===== config.mk =====
export PLATFORM = sky130hd
export DESIGN_NAME = fetch_unit
export DESIGN_NICKNAME = d
export VERILOG_FILES = /design/src/rtl/fetch_unit.sv
export SDC_FILE = /design/constraint.sdc
export NUM_CORES = 1
export LEC_CHECK = 0
export CAP_MARGIN = 10
export CORE_AREA = 2 2 88 124
export DETAILED_ROUTE_END_ITERATION = 8
export DIE_AREA = 0 0 90 126
export GPL_ROUTABILITY_DRIVEN = 0
export HOLD_SLACK_MARGIN = 0.08
export RECOVER_POWER = 100
export SKIP_LAST_GASP = 1
export SYNTH_ARGS = -nofsm -noshare
export SYNTH_HDL_FRONTEND = slang
export SYNTH_SLANG_ARGS = --single-unit

===== constraint.sdc =====
create_clock -name clk -period 3 [get_ports clk]
set_input_delay 0.6 -clock clk [delete_from_list [all_inputs] [get_ports clk]]
set_output_delay 0.6 -clock clk [all_outputs]
set_load 0.03 [all_outputs]

===== src/rtl/fetch_unit.sv =====
`default_nettype none
// fetch_unit -- fetches one memory word per cycle, assembles big-endian instructions
// into an in-order queue, and supports redirect flushes.  Rev 1.0
module fetch_unit #(
  parameter int ADDR_BITS     = 8,
  parameter int MEM_DATA_BITS = 8,
  parameter int INSTR_BYTES   = 2,
  parameter int QUEUE_DEPTH   = 2
) (
  input  logic                                 clk,
  input  logic                                 reset,
  output logic [ADDR_BITS-1:0]                 mem_address,
  output logic                                 mem_read_en,
  input  logic [MEM_DATA_BITS-1:0]             mem_rdata,
  input  logic                                 redirect_valid,
  input  logic [ADDR_BITS-1:0]                 redirect_addr,
  output logic                                 instr_valid,
  output logic [INSTR_BYTES*MEM_DATA_BITS-1:0] instr,
  output logic [ADDR_BITS-1:0]                 instr_pc,
  input  logic                                 instr_ready,
  output logic [ADDR_BITS-1:0]                 fetch_pc
);
  localparam int IW = INSTR_BYTES * MEM_DATA_BITS;
  localparam int AW = (INSTR_BYTES > 1) ? $clog2(INSTR_BYTES) : 1;
  localparam int QW = $clog2(QUEUE_DEPTH + 1);
  localparam logic [AW-1:0] LAST_WORD = AW'(INSTR_BYTES - 1);
  localparam logic [QW-1:0] DEPTH     = QW'(QUEUE_DEPTH);

  typedef enum logic {IDLE = 1'b0, FETCH = 1'b1} state_t;
  state_t state, state_next;

  // Slot 0 is the queue head and drives instr/instr_pc directly.
  logic [QUEUE_DEPTH-1:0][IW-1:0]        q_instr, q_instr_next;
  logic [QUEUE_DEPTH-1:0][ADDR_BITS-1:0] q_pc, q_pc_next;
  logic [QW-1:0]        count, count_next, wr_slot;
  logic [AW-1:0]        asm_cnt;
  logic [IW-1:0]        asm_data, word_full;
  logic [ADDR_BITS-1:0] asm_pc, word_pc;
  logic                 take, push, pop, issue;

  assign instr    = q_instr[0];
  assign instr_pc = q_pc[0];

  always_comb begin
    state_next   = state;
    take         = 1'b0;
    push         = 1'b0;
    pop          = 1'b0;
    issue        = 1'b0;
    count_next   = count;
    word_full    = (asm_data << MEM_DATA_BITS) | IW'(mem_rdata);
    word_pc      = (asm_cnt == '0) ? mem_address : asm_pc;
    q_instr_next = q_instr;
    q_pc_next    = q_pc;
    case (state)
      IDLE: state_next = FETCH;
      FETCH: begin
        take       = mem_read_en & ~redirect_valid;
        push       = take && (asm_cnt == LAST_WORD);
        pop        = instr_valid & instr_ready & ~redirect_valid;
        count_next = count + QW'(push) - QW'(pop);
        // Space is judged after this edge's push/pop, so a pop frees a slot immediately.
        issue      = ~redirect_valid && (count_next < DEPTH);
      end
      default: state_next = IDLE;
    endcase
    wr_slot = count - QW'(pop);
    if (pop) begin
      q_instr_next = q_instr >> IW;
      q_pc_next    = q_pc >> ADDR_BITS;
    end
    for (int i = 0; i < QUEUE_DEPTH; i++) begin
      if (push && (wr_slot == QW'(i))) begin
        q_instr_next[i] = word_full;
        q_pc_next[i]    = word_pc;
      end
    end
  end

  always_ff @(posedge clk) begin
    if (reset) begin
      state       <= IDLE;
      fetch_pc    <= '0;
      mem_address <= '0;
      mem_read_en <= 1'b0;
      instr_valid <= 1'b0;
      count       <= '0;
      asm_cnt     <= '0;
      asm_data    <= '0;
      asm_pc      <= '0;
      q_instr     <= '0;
      q_pc        <= '0;
    end else begin
      state       <= state_next;
      mem_read_en <= issue;
      q_instr     <= q_instr_next;
      q_pc        <= q_pc_next;
      if (issue) begin
        mem_address <= fetch_pc;
        fetch_pc    <= fetch_pc + 1'b1;
      end
      if (redirect_valid) begin
        fetch_pc    <= redirect_addr;
        count       <= '0;
        instr_valid <= 1'b0;
        asm_cnt     <= '0;
      end else begin
        count       <= count_next;
        instr_valid <= (count_next != '0);
        if (take) begin
          asm_data <= word_full;
          asm_pc   <= word_pc;
          asm_cnt  <= push ? '0 : asm_cnt + 1'b1;
        end
      end
    end
  end
endmodule
`default_nettype wire


-- Word level (Yosys, flattened, before mapping)
Index checks and enable logic that the tools add are counted.
W data, S select, Z words.
- register bits: 86
- bits of input ports: 20
- output and inout port bits: 42
- word-level logic and storage cells: 52
- $add $sub $neg: 5
- magnitude comparators: 1
- equal/unequal tests: 1
- muxes and demuxes: 16
- bitwise operators: 5
- reductions and logical operators: 11
- operators by type and width (cell ; number):
    $mux W16 ; 3
    $mux W8 ; 5
    $mux W32 ; 1
    $or A16 B8 Y16 ; 1
    $add A8 B1 Y8 const B ; 1
    $reduce_bool A2 Y1 ; 4
    $mux W1 ; 6
    $logic_and A1 B1 Y1 ; 4
    $sub A2 B1 Y2 ; 2
    $and A1 B1 Y1 ; 3
    $add A2 B1 Y2 ; 1
    $eq A2 B1 Y1 const B ; 1
    $logic_not A2 Y1 ; 1
    $lt A2 B2 Y1 const B ; 1
    $mux W2 ; 1
    $reduce_and A2 Y1 ; 1
    $reduce_or A2 Y1 ; 1
    $add A1 B1 Y1 const B ; 1
    $not A1 Y1 ; 1

-- Depth between registers and ports, before layout
Gate-level depths: netlist (run 1).
- depth in word-level cells: 10
- mapped depth: 11
- depth with buffers taken out: 9

-- Least setup slack after synthesis (run 1)
Ideal clock, no wire load.
- kind: input port to flip-flop
- from: input redirect_valid
- to: register q_pc[13] (netlist bit)
- library setup time: 0.065 ns
- arrival time: 2.715 ns
- data required time: 2.935 ns
- path slack: 0.219 ns
- stages: 10
- buffers on the path: 3
- cells stage by stage: buf_2 nand4b_1 buf_2 clkinv_1 ha_1 xor2_2 nor4b_4 buf_6 mux2_1 nor2_1
- word-level cells in the longest chain between the ends: 7
- elaborated cells on any way between the ends: 11
- those cells by class: add/sub (1); eq/ne (1); mux (3); bitwise (3); reduce/logical (3)
- ends and longest elaborated chain (what ; RTL line ; RTL):
    start: declaration ; 15 ; input logic redirect_valid,
    $not A1 Y1 (no source line) * ; - ;
    $and A1 B1 Y1 ; 60 ; pop = instr_valid & instr_ready & ~redirect_valid;
    $mux W1 ; 55 ; case (state)
    $sub A2 B1 Y2 ; 67 ; wr_slot = count - QW'(pop);
    $eq A2 B1 Y1 ; 73 ; if (push && (wr_slot == QW'(i))) begin
    $logic_and A1 B1 Y1 ; 73 ;
    $mux W8 / $reduce_bool A2 Y1 (equally long branches) ; - ;
    end signal: assignment ; 97 ; q_pc <= q_pc_next;
    end: declaration ; 34 ; logic [QUEUE_DEPTH-1:0][ADDR_BITS-1:0] q_pc, q_pc_next;
Mark *: on every way between the ends. The rest lies on a longest branch, timed or not.
A chain may end at the register's enable or synchronous reset.

-- Final worst setup path (run 1)
- from: input redirect_valid
- to: register fetch_pc[6]
- word-level cells in the longest chain between the ends: 9
- elaborated cells on any way between the ends: 11
- those cells by class: add/sub (2); order compare (1); mux (2); bitwise (3); reduce/logical (3)
- ends and longest elaborated chain (what ; RTL line ; RTL):
    $not A1 Y1 (no source line) ; - ;
    $and A1 B1 Y1 ; 58 ; take = mem_read_en & ~redirect_valid;
    $logic_and A1 B1 Y1 ; 59 ; push = take && (asm_cnt == LAST_WORD);
    $add A2 B1 Y2 ; 61 ; count_next = count + QW'(push) - QW'(pop);
    $sub A2 B1 Y2 ; 61 ;
    $lt A2 B2 Y1 ; 63 ; issue = ~redirect_valid && (count_next < DEPTH);
    $logic_and A1 B1 Y1 ; 63 ;
    $mux W1 ; 55 ;
    $reduce_bool A2 Y1 (no source line) ; - ;
    end signal: assignment ; 100 ; fetch_pc <= fetch_pc + 1'b1;
    end signal: assignment ; 103 ; fetch_pc <= redirect_addr;
    end: declaration ; 21 ; output logic [ADDR_BITS-1:0] fetch_pc
Parallel ways exist; a longest one is shown, timed or not.

==> results.md, run 1 <==
* Arrival time worst endpoint at 2.99 ns
* Crit end category: flop
* Chip Height at 126 um
* Nets@finish at 487
* VDD IR max at 298.7 uV
* Compound-Gate Fraction of Synth Area at 0.1248
* Final ANT Viol Nets at 0
* Register area share after synthesis at 0.4326
* Fmax at 360.1 MHz
* H-tree Lvls at 3
* Internal power at 1.888 mW
* Pre-antenna DRT Iters at 4
* Clock share of power at 0.458
* Post-route insts no fill at 606
* Row cnt at 44
* Starting Density at 0.3887
* PD cells at 508.4 mW/mm^2
* Yosys reg bits at 86
* Sw Ratio at 0.2287
* Worst Tran Pin Value at 1.566 ns
* CTS tree: done
* P_sw at 559.8 uW
* Yosys top cell area share at 0.4326
* Synthesized area at 0.003980 mm^2
* Final Max Slew Viols at 79
* Post-synthesis adder-cell area fraction at 0.01257
* Xor and xnor area share after synthesis at 0.02295
* Gate power share at 0.060
* Library cells used by synthesis at 46
* CTS-repair resized insts at 0
* Largest family of logic cells by synthesized area: simple AND/OR/NAND/NOR gates
* Post-CTS Setup Bufs at 0
* Violated checks: capacitance limit, slew limit
* Asr flop ratio synth at 0
* Most frequent cell after synthesis: dfxtp_1
* Worst skew pair latency at 0.34 ns
* Initial antenna violation count at 0
* CTS root buf: clkbuf_16
* Final hold vios at 0
* Vias post-DR at 3039
* Top cells by area, synth: dfxtp_1 (43%), mux2i_1 (11%), a211oi_1 (7.5%)
* Mux cell area share after synthesis at 0.1283
* Mapped Nets at 455
* Most frequent cells after synthesis: dfxtp_1 (86), nor2_1 (51), mux2i_1 (42), nand2_1 (42), a211oi_1 (40)
* Drt first-iter violations at 135
* Worst setup path class: in -> reg
* Min cycle time layout at 2.777 ns
* Post-synth EDFFs at 0
* Fin crit share at 0.9257
* RSZ-0062 raised after global routing: false
* # diodes at 0
* Total grt overflow at 0
* Clock sinks at 86
* YS warnings at 0
* Hold slack at 0.4732 ns
* Vias per cell at 5.015
* P&R area growth vs syn at 21.00%
* CP Launch Type: input pin
* Cell taking the most area after synthesis: dfxtp_1
* Setup Viol. Count Final at 0
* Total design power at 2.448 mW
* Global-route wire length before repair at 15.06 mm
* Buffers added on ports at 61
* Status: complete, but fails checks
* Synthesized instance count at 431
* Fill cells at 1034
* Skew final at 0.005604 ns
* Lkg Pwr at 1.912 nW
* DP HPWL at 6.116 mm
* DRC Markers at 0
* # Max-Cap Violations at 1
* Reg power frac at 0.481
* Worst Hold Class: reg -> reg
* GRT Total Usage at 0.1658
* Area share of and/or/nand/nor cells after synthesis at 0.1839
* Layout cells sized above 1 at 0.07906
* Crit-path max FO at 6
* Routed wire length at 8.927 mm
* Clock transition at path regs at 0.06 ns
* Die area at 0.01134 mm^2
* Placed insts at 590
* CTS Hold Buffers Added at 0
* Vias in the first global route at 3022
* Ys flop type: dfxtp_1
* CTS buffer count at 9
* DR WL/cell at 14.73 um
* DIE WIDTH at 90 um
* Area of the multi-input gates at 0.001861 mm^2
* Pin count of the biggest net entering global routing at 79
* Critical Path RT at 3.21 ns
* Flip-flop and latch area at 0.001722 mm^2
* Max_slew headroom at -0.04390
* Core ar. at 0.01024 mm^2
* Mean Syn Cell Area at 9.234 um^2
* # IOs at 62
* CTS Buffer Depth at 2
-- layer usage --
layer | vias to the layer above | share of wire | wire, um | track usage
li1 | 1528 | - | - | -
met1 | 1414 | 0.43 | 3874 | 0.1961
met2 | 80 | 0.50 | 4458 | 0.2853
met3 | 17 | 0.038 | 342 | 0.03230
met4 | 0 | 0.028 | 251 | 0.08507
met5 | - | 0 | 0 | 0
-- registers in the layout, indices dropped and copies added (netlist names) --
name / flops
asm_cnt: 1
asm_data: 8
asm_pc: 8
count: 2
fetch_pc: 8
instr: 16
instr_pc: 8
instr_valid: 1
mem_address: 8
mem_read_en: 1
q_instr: 16
q_pc: 8
state: 1
-- layout make-up --
class,count,share of cell area
flip-flops and latches,86,0.3575
clock buffers,11,0.05040
multi-input cells,282,0.3863
inverters,8,0.006235
repair buffers,76,0.1515
well taps,138,0.03585
clock inverters,5,0.01221
-- worst paths after layout --
kind	startpoint	to	cells after the start	slack, ns
setup / recovery	redirect_valid	fetch_pc[6]$_SDFFE_PP0P_	9	0.22
hold / removal	asm_data[3]$_SDFFE_PP0P_	asm_data[3]$_SDFFE_PP0P_	2	0.47
setup reg to reg	mem_read_en$_SDFF_PP0_	fetch_pc[6]$_SDFFE_PP0P_	9	0.62
hold reg to reg	asm_data[3]$_SDFFE_PP0P_	asm_data[3]$_SDFFE_PP0P_	2	0.47
-- power by group through the flow --
stage / sequential (mW) / clock (mW) / combinational, mW
3_3_place_gp: 1.21 / 0 / 0.155
5_1_grt: 1.18 / 1.20 / 0.160
3_5_place_dp: 1.20 / 0 / 0.156
4_1_cts: 1.18 / 1.15 / 0.157
2_1_floorplan: 1.22 / 0 / 0.0640
6_report: 1.18 / 1.12 / 0.148
-- kinds of logic (layout without fill, tap and decap cells) --
family          after synthesis  count (layout)
flops                        86              86
fa+ha+maj                     4               4
mux                          50              50
buf+inv                      63             100
simple gates                148             148
compound gates               72              72
xor+xnor                      8               8
-- cells in the final DEF, fill, tap and decap left out, drive strengths merged, types with 7 or more instances in the layout --
master / n
dfxtp: 86
nor2: 51
nand2: 44
dlygate4sd3: 43
mux2i: 42
a211oi: 40
and2: 25
a21oi: 18
clkdlybuf4s50: 17
clkbuf: 16
nand3: 13
buf: 11
mux2: 8
inv: 7
-- stage by stage --
step	cell area [um^2]	TNS, ns	worst slack, ns	util
after floorplan	3980	0	0.2195	-
after global routing	4816	0	0.1100	0.4703
after global placement	4548	0	0.07316	0.4442
after CTS	4850	0	0.3408	0.4736
final	4816	0	0.2230	0.4703
after detailed placement	4548	-0.01914	-0.01914	0.4442
-- critical path, cell delays in order --
cell and delay (ns):
dlygate4sd3_1 0.60, or2_2 0.31, ha_1 0.28, inv_1 0.04, ha_1 0.19, xnor3_1 0.31, nand2_1 0.18, o311ai_0 0.36
nand3_1 0.11
(Power assumes the default switching activity.)
==> run 2: changes to the inputs <==
SETUP_SLACK_MARGIN = 0.2   (was default)
==> results of run 2 <==
Final layout, timing and power as in run 1 (identical DEF).
